### src/rtl/hazard_tag_pipeline_pkg.sv
// Shared definitions for the hazard tag pipeline: default widths, the packed
// stage-tag layout {load, rf_en, rd} and the bubble constant.
package hazard_tag_pipeline_pkg;

  localparam int DEFAULT_RD_W  = 4;
  localparam int DEFAULT_CNT_W = 16;

  // Tag field positions are derived from RD_W so every stage agrees on the layout.
  function automatic int tagRfEnPos(input int rdW);
    return rdW;
  endfunction

  function automatic int tagLoadPos(input int rdW);
    return rdW + 1;
  endfunction

  function automatic int tagWidth(input int rdW, input bit withLoad);
    return withLoad ? rdW + 2 : rdW + 1;
  endfunction

  localparam logic BUBBLE_BIT = 1'b0;

endpackage

### src/rtl/hazard_tag_pipeline_if.sv
// Bus between the tag pipeline (master, producer of stage tags) and the
// ID/forwarding side (slave).
interface hazard_tag_pipeline_if #(
  parameter int RD_W  = 4,
  parameter int CNT_W = 16
);
  logic [RD_W-1:0]  id_rd;
  logic             id_rf_enable;
  logic             id_load_instr;
  logic             Nop_insertion_S;
  logic             flush;
  logic             mem_stall;

  logic [RD_W-1:0]  EX_Rd;
  logic [RD_W-1:0]  MEM_Rd;
  logic [RD_W-1:0]  WB_Rd;
  logic             EX_RF_enable;
  logic             MEM_RF_enable;
  logic             WB_RF_enable;
  logic             EX_load_instr;
  logic [CNT_W-1:0] load_stall_count;
  logic             flush_pending;

  modport master (
    input  id_rd, id_rf_enable, id_load_instr, Nop_insertion_S, flush, mem_stall,
    output EX_Rd, MEM_Rd, WB_Rd, EX_RF_enable, MEM_RF_enable, WB_RF_enable,
           EX_load_instr, load_stall_count, flush_pending
  );

  modport slave (
    output id_rd, id_rf_enable, id_load_instr, Nop_insertion_S, flush, mem_stall,
    input  EX_Rd, MEM_Rd, WB_Rd, EX_RF_enable, MEM_RF_enable, WB_RF_enable,
           EX_load_instr, load_stall_count, flush_pending
  );

endinterface

### src/rtl/hazard_tag_pipeline_stage.sv
// One packed stage-tag register: hold keeps the current tag, load_bubble
// inserts an all-zero tag, otherwise the upstream tag is captured.
module hazard_tag_pipeline_stage
  import hazard_tag_pipeline_pkg::*;
#(
  parameter int W = 6
) (
  input  logic         clk,
  input  logic         reset,
  input  logic         hold_i,
  input  logic         load_bubble_i,
  input  logic [W-1:0] tag_i,
  output logic [W-1:0] tag_o
);

  logic [W-1:0] tag_d;
  logic [W-1:0] tag_q;

  // Hold wins over bubble so a frozen stage never loses its instruction.
  always_comb begin
    tag_d = tag_q;
    if (!hold_i) begin
      tag_d = load_bubble_i ? {W{BUBBLE_BIT}} : tag_i;
    end
  end

  always_ff @(posedge clk or posedge reset) begin
    if (reset) begin
      tag_q <= {W{BUBBLE_BIT}};
    end else begin
      tag_q <= tag_d;
    end
  end

  assign tag_o = tag_q;

endmodule

### src/rtl/hazard_tag_pipeline.sv
// Carries destination tags ID->EX->MEM->WB for the forwarding unit, turning
// Nop_insertion_S, flush and mem_stall into bubbles/freezes and counting load-use stalls.
module hazard_tag_pipeline
  import hazard_tag_pipeline_pkg::*;
#(
  parameter int CNT_W = DEFAULT_CNT_W,
  parameter int RD_W  = DEFAULT_RD_W
) (
  input  logic                 clk,
  input  logic                 reset,
  hazard_tag_pipeline_if.master bus
);

  localparam int EX_W   = tagWidth(RD_W, 1'b1);
  localparam int MW_W   = tagWidth(RD_W, 1'b0);
  localparam int RF_POS = tagRfEnPos(RD_W);
  localparam int LD_POS = tagLoadPos(RD_W);
  localparam logic [CNT_W-1:0] CNT_MAX = '1;

  logic [EX_W-1:0]  id_tag;
  logic [EX_W-1:0]  ex_tag;
  logic [MW_W-1:0]  mem_tag;
  logic [MW_W-1:0]  wb_tag;
  logic             ex_bubble;
  logic             flush_pending_d;
  logic             flush_pending_q;
  logic [CNT_W-1:0] load_stall_count_d;
  logic [CNT_W-1:0] load_stall_count_q;

  assign id_tag    = {bus.id_load_instr, bus.id_rf_enable, bus.id_rd};
  assign ex_bubble = bus.flush | flush_pending_q | ~bus.Nop_insertion_S;

  hazard_tag_pipeline_stage #(.W(EX_W)) u_ex (
    .clk           (clk),
    .reset         (reset),
    .hold_i        (bus.mem_stall),
    .load_bubble_i (ex_bubble),
    .tag_i         (id_tag),
    .tag_o         (ex_tag)
  );

  // MEM drops the load flag; nothing downstream of EX needs it.
  hazard_tag_pipeline_stage #(.W(MW_W)) u_mem (
    .clk           (clk),
    .reset         (reset),
    .hold_i        (bus.mem_stall),
    .load_bubble_i (1'b0),
    .tag_i         (ex_tag[MW_W-1:0]),
    .tag_o         (mem_tag)
  );

  // WB takes a bubble during a freeze so the held MEM entry retires only once.
  hazard_tag_pipeline_stage #(.W(MW_W)) u_wb (
    .clk           (clk),
    .reset         (reset),
    .hold_i        (1'b0),
    .load_bubble_i (bus.mem_stall),
    .tag_i         (mem_tag),
    .tag_o         (wb_tag)
  );

  always_comb begin
    flush_pending_d    = 1'b0;
    load_stall_count_d = load_stall_count_q;
    if (bus.mem_stall) begin
      flush_pending_d = flush_pending_q | bus.flush;
    end else if (!bus.Nop_insertion_S && load_stall_count_q != CNT_MAX) begin
      load_stall_count_d = load_stall_count_q + 1'b1;
    end
  end

  always_ff @(posedge clk or posedge reset) begin
    if (reset) begin
      flush_pending_q    <= 1'b0;
      load_stall_count_q <= '0;
    end else begin
      flush_pending_q    <= flush_pending_d;
      load_stall_count_q <= load_stall_count_d;
    end
  end

  assign bus.EX_Rd            = ex_tag[RD_W-1:0];
  assign bus.EX_RF_enable     = ex_tag[RF_POS];
  assign bus.EX_load_instr    = ex_tag[LD_POS];
  assign bus.MEM_Rd           = mem_tag[RD_W-1:0];
  assign bus.MEM_RF_enable    = mem_tag[RF_POS];
  assign bus.WB_Rd            = wb_tag[RD_W-1:0];
  assign bus.WB_RF_enable     = wb_tag[RF_POS];
  assign bus.load_stall_count = load_stall_count_q;
  assign bus.flush_pending    = flush_pending_q;

endmodule
### src/flat_wrapper.sv
// flat-port wrapper written by rule: the top's interface ports become plain ports
module hazard_tag_pipeline_flat import hazard_tag_pipeline_pkg::*;
#(
  parameter int CNT_W = DEFAULT_CNT_W,
  parameter int RD_W  = DEFAULT_RD_W
)
  (clk, reset, bus_id_rd, bus_id_rf_enable, bus_id_load_instr, bus_Nop_insertion_S, bus_flush, bus_mem_stall, bus_EX_Rd, bus_MEM_Rd, bus_WB_Rd, bus_EX_RF_enable, bus_MEM_RF_enable, bus_WB_RF_enable, bus_EX_load_instr, bus_load_stall_count, bus_flush_pending);
  hazard_tag_pipeline_if #(.RD_W(RD_W), .CNT_W(CNT_W)) bus_i ();
  input  logic clk;
  input  logic reset;
  input wire logic [$bits(bus_i.id_rd)-1:0] bus_id_rd;
  input wire logic [$bits(bus_i.id_rf_enable)-1:0] bus_id_rf_enable;
  input wire logic [$bits(bus_i.id_load_instr)-1:0] bus_id_load_instr;
  input wire logic [$bits(bus_i.Nop_insertion_S)-1:0] bus_Nop_insertion_S;
  input wire logic [$bits(bus_i.flush)-1:0] bus_flush;
  input wire logic [$bits(bus_i.mem_stall)-1:0] bus_mem_stall;
  output wire logic [$bits(bus_i.EX_Rd)-1:0] bus_EX_Rd;
  output wire logic [$bits(bus_i.MEM_Rd)-1:0] bus_MEM_Rd;
  output wire logic [$bits(bus_i.WB_Rd)-1:0] bus_WB_Rd;
  output wire logic [$bits(bus_i.EX_RF_enable)-1:0] bus_EX_RF_enable;
  output wire logic [$bits(bus_i.MEM_RF_enable)-1:0] bus_MEM_RF_enable;
  output wire logic [$bits(bus_i.WB_RF_enable)-1:0] bus_WB_RF_enable;
  output wire logic [$bits(bus_i.EX_load_instr)-1:0] bus_EX_load_instr;
  output wire logic [$bits(bus_i.load_stall_count)-1:0] bus_load_stall_count;
  output wire logic [$bits(bus_i.flush_pending)-1:0] bus_flush_pending;
  assign bus_i.id_rd = bus_id_rd;
  assign bus_i.id_rf_enable = bus_id_rf_enable;
  assign bus_i.id_load_instr = bus_id_load_instr;
  assign bus_i.Nop_insertion_S = bus_Nop_insertion_S;
  assign bus_i.flush = bus_flush;
  assign bus_i.mem_stall = bus_mem_stall;
  assign bus_EX_Rd = bus_i.EX_Rd;
  assign bus_MEM_Rd = bus_i.MEM_Rd;
  assign bus_WB_Rd = bus_i.WB_Rd;
  assign bus_EX_RF_enable = bus_i.EX_RF_enable;
  assign bus_MEM_RF_enable = bus_i.MEM_RF_enable;
  assign bus_WB_RF_enable = bus_i.WB_RF_enable;
  assign bus_EX_load_instr = bus_i.EX_load_instr;
  assign bus_load_stall_count = bus_i.load_stall_count;
  assign bus_flush_pending = bus_i.flush_pending;
  hazard_tag_pipeline #(.CNT_W(CNT_W), .RD_W(RD_W)) u_core (.clk(clk), .reset(reset), .bus(bus_i));
endmodule
### config.mk
export PLATFORM = sky130hd
export DESIGN_NAME = hazard_tag_pipeline_flat
export DESIGN_NICKNAME = d
export VERILOG_FILES = /design/src/rtl/hazard_tag_pipeline_pkg.sv /design/src/rtl/hazard_tag_pipeline_if.sv /design/src/rtl/hazard_tag_pipeline_stage.sv /design/src/rtl/hazard_tag_pipeline.sv /design/src/flat_wrapper.sv
export SDC_FILE = /design/constraint.sdc
export NUM_CORES = 1
export LEC_CHECK = 0
export BUFFER_PORTS_ARGS = -buffer_cell sky130_fd_sc_hd__buf_2
export CAP_MARGIN = 20
export CORE_MARGIN = 2
export CORE_UTILIZATION = 45
export CTS_BUF_LIST = sky130_fd_sc_hd__clkbuf_4
export CTS_CLUSTER_SIZE = 25
export DETAILED_ROUTE_END_ITERATION = 10
export PLACE_DENSITY_LB_ADDON = 0.1
export SKIP_CTS_REPAIR_TIMING = 1
export SLEW_MARGIN = 20
export SYNTH_ARGS = -nofsm -noshare
export SYNTH_HDL_FRONTEND = slang
export SYNTH_HIERARCHICAL = 1
export SYNTH_SLANG_ARGS = --single-unit
### constraint.sdc
create_clock -name clk -period 1.4 [get_ports clk]
set_input_delay 0 -clock clk [delete_from_list [all_inputs] [get_ports clk]]
set_output_delay 0 -clock clk [all_outputs]
set_load 0.05 [all_outputs]
==> results.json <==
{
  "outcome": "finished with violations",
  "violations": "setup timing",
  "grt_max_degree": 19,
  "synthMostInstantiatedCell": "dfrtp_1",
  "antenna_found_initial": 0,
  "cap_violations": 0,
  "synth_area_um2": 1474,
  "setup_violations": 12,
  "grt_pass1_vias": 1228,
  "diodes": 0,
  "ant_nets": 0,
  "use_met3": 0.04412,
  "critPathMaxFanout": 6,
  "firstDrtPassIters": 4,
  "power.density_nw_per_um2": 1282,
  "coreArea_um2": 3078,
  "wl_um": 3787,
  "dr_total_vias": 1344,
  "rows": 20,
  "slew_viol_final": 0,
  "grt_util_all_layers": 0.1970,
  "synth_top_area_frac": 0.5603,
  "synth_ff_type": "dfrtp_1",
  "ir_worst_vdd_v": 0.001591,
  "root_buffer": "clkbuf_4",
  "fin_crit_ns": 1.549,
  "grt_overflow": 0,
  "synth_top_cell_by_area": "dfrtp_1",
  "tightestPinTransition_ns": 0.6629,
  "wl_per_cell_um": 14.08,
  "ys_top_cells_by_area": "dfrtp_1 56%, a22o_1 7.7%, xor2_1 3.0%",
  "clock_latency_ns": 0.33,
  "drive_gt1_frac": 0.5556,
  "ys_types": 35,
  "num_io_pins": 44,
  "rr_worst_depth": 5,
  "netlist_instances": 128,
  "fin_crit_sh": 1.107,
  "p_leak_uw": 0.001200,
  "slew_headroom": 0.5576,
  "avgViaCountPerCell": 4.996,
  "die_area_um2": 3749,
  "hp-class": "primary input to flop",
  "instances_no_fill": 269,
  "postSynth.asyncResetShare": 1.000,
  "fin_ws_ns": -0.1493,
  "grt_pass1_wl_um": 5299,
  "hold_viol_final": 0,
  "critPathArrivalTime_ns": 1.79,
  "use_met1": 0.2569,
  "dieHeight_um": 61.23,
  "critPathKind": "flop to flop",
  "holdPathStages": 4,
  "place_congestion": 0.7752,
  "die_width_um": 61.23,
  "required_ns": 1.64,
  "finalCoreUtilization": 0.7565,
  "clk_pin_slew_worst_paths_ns": 0.10,
  "floorplan.initialDensity": 0.4789,
  "synth_enable_flop_cells": 0,
  "nets": 236,
  "syn2layout_area_growth_pct": 57.98,
  "rsz0062_at_grt": "true",
  "htree_levels": 2,
  "cp-end-kind": "flop",
  "synthTopCellsByCount": "33 x dfrtp_1, 13 x a22o_1, 8 x nand2_1",
  "numClockSinks": 33,
  "ys_ff_latch": 33,
  "start_kind": "flop",
  "fin_worst_skew_ns": 0.004193,
  "dp_hpwl_um": 2635,
  "io_buffer_count": 43,
  "drc": 0,
  "yosysSeqAreaShare": 0.5603,
  "grt_use_met2": 0.3222,
  "grt_busiest_layer": "met2",
  "cts_made_buffers": 5,
  "cts_buffer_depth": 2,
  "drtIter0Drc": 53,
  "yosys_warnings": 6,
  "cts_tree": "yes",
  "max_freq_ghz": 0.6454,
  "dp_cells": 242,
  "syn_avg_cell_area_um2": 11.51
}
[cell type report]
cell class	count	area (um^2)
Tap cell	44	55.05
Clock inverter	2	33.78
Timing Repair Buffer	82	546.8
Multi-Input combinational cell	96	780.7
Sequential cell	33	844.6
Inverter	6	22.52
Fill cell	216	749.5
Clock buffer	6	45.04
[cells in the final DEF, fill, tap and decap left out, drive strengths merged, types with 4 or more instances in the layout]
| cell type | Yosys | final |
|---|---|---|
| inv | 6 | 6 |
| nor2 | 10 | 10 |
| conb | 1 | 9 |
| nor3 | 4 | 4 |
| dlygate4sd3 | 0 | 8 |
| dfrtp | 33 | 33 |
| xor2 | 5 | 5 |
| xnor2 | 4 | 4 |
| nand2 | 8 | 8 |
| nand4 | 7 | 7 |
| nand2b | 4 | 4 |
| buf | 1 | 74 |
| clkbuf | 0 | 6 |
| a22o | 13 | 13 |
| nand3 | 5 | 5 |
[registers in the layout, summed over array words and instances, names as in the netlist]
register,cells
u_core/bus.flush_pending,1
u_core/u_ex/tag_o,6
u_core/u_wb/tag_o,5
u_core/bus.load_stall_count,16
u_core/u_mem/tag_o,5
[metrics by stage]
stage / setup TNS (ns) / setup WS [ns] / cell area [um^2] / hold slack, ns / power [uW]
3_3_place_gp: -0.4818 / -0.09006 / 1968 / -0.06821 / 2188
5_1_grt: -1.433 / -0.1728 / 2328 / 0.03286 / 3115
6_report: -0.7182 / -0.1493 / 2328 / 0.02426 / 2985
4_1_cts: -1.210 / -0.1564 / 2047 / -0.4221 / 2918
3_5_place_dp: -0.8709 / -0.1297 / 1968 / -0.05789 / 2214
2_1_floorplan: -1.910 / -0.2234 / 1559 / -0.2215 / 1841
[layer usage]
metal	up-vias	part of all wire
met5	-	0
met4	0	0.012
met3	6	0.041
met2	38	0.49
met1	644	0.45
li1	656	-
[where the power goes]
part / internal [uW] / switching [uW]
sequential: 1080 / 117
combinational: 408 / 679
clock: 391 / 312
[path summary, 6_finish.rpt]
check,from,to,slack [ns]
min in group asynchronous,reset,u_core/u_mem/tag_o[3],0.14
worst min-delay path,bus_Nop_insertion_S,u_core/bus.load_stall_count[10],0.02
worst max register to register,u_core/bus.load_stall_count[11],u_core/bus.load_stall_count[7],-0.15
worst min register to register,u_core/u_ex/tag_o[5],u_core/u_ex/tag_o[5],0.52
max in group asynchronous,reset,u_core/bus.load_stall_count[4],0.58
worst max-delay path,u_core/bus.load_stall_count[11],u_core/bus.load_stall_count[7],-0.15
[worst max-delay path, stage by stage, from the launching register on]
cell and delay, ns:
dfrtp_2 0.41, nand4_1 0.11, buf_6 0.16, or4_4 0.50
nand4_1 0.13, xnor2_1 0.16
[cells by family after synthesis]
group / synth area share
other: 0.002544
buffers and inverters: 0.02292
multiplexers: 0.02292
AO/OA/AOI/OAI: 0.1239
XOR/XNOR: 0.05348
flip-flops: 0.5603
adder cells (fa/ha/maj): 0.008488
AND/OR/NAND/NOR: 0.2054
Power figures use the tool's default switching activity.
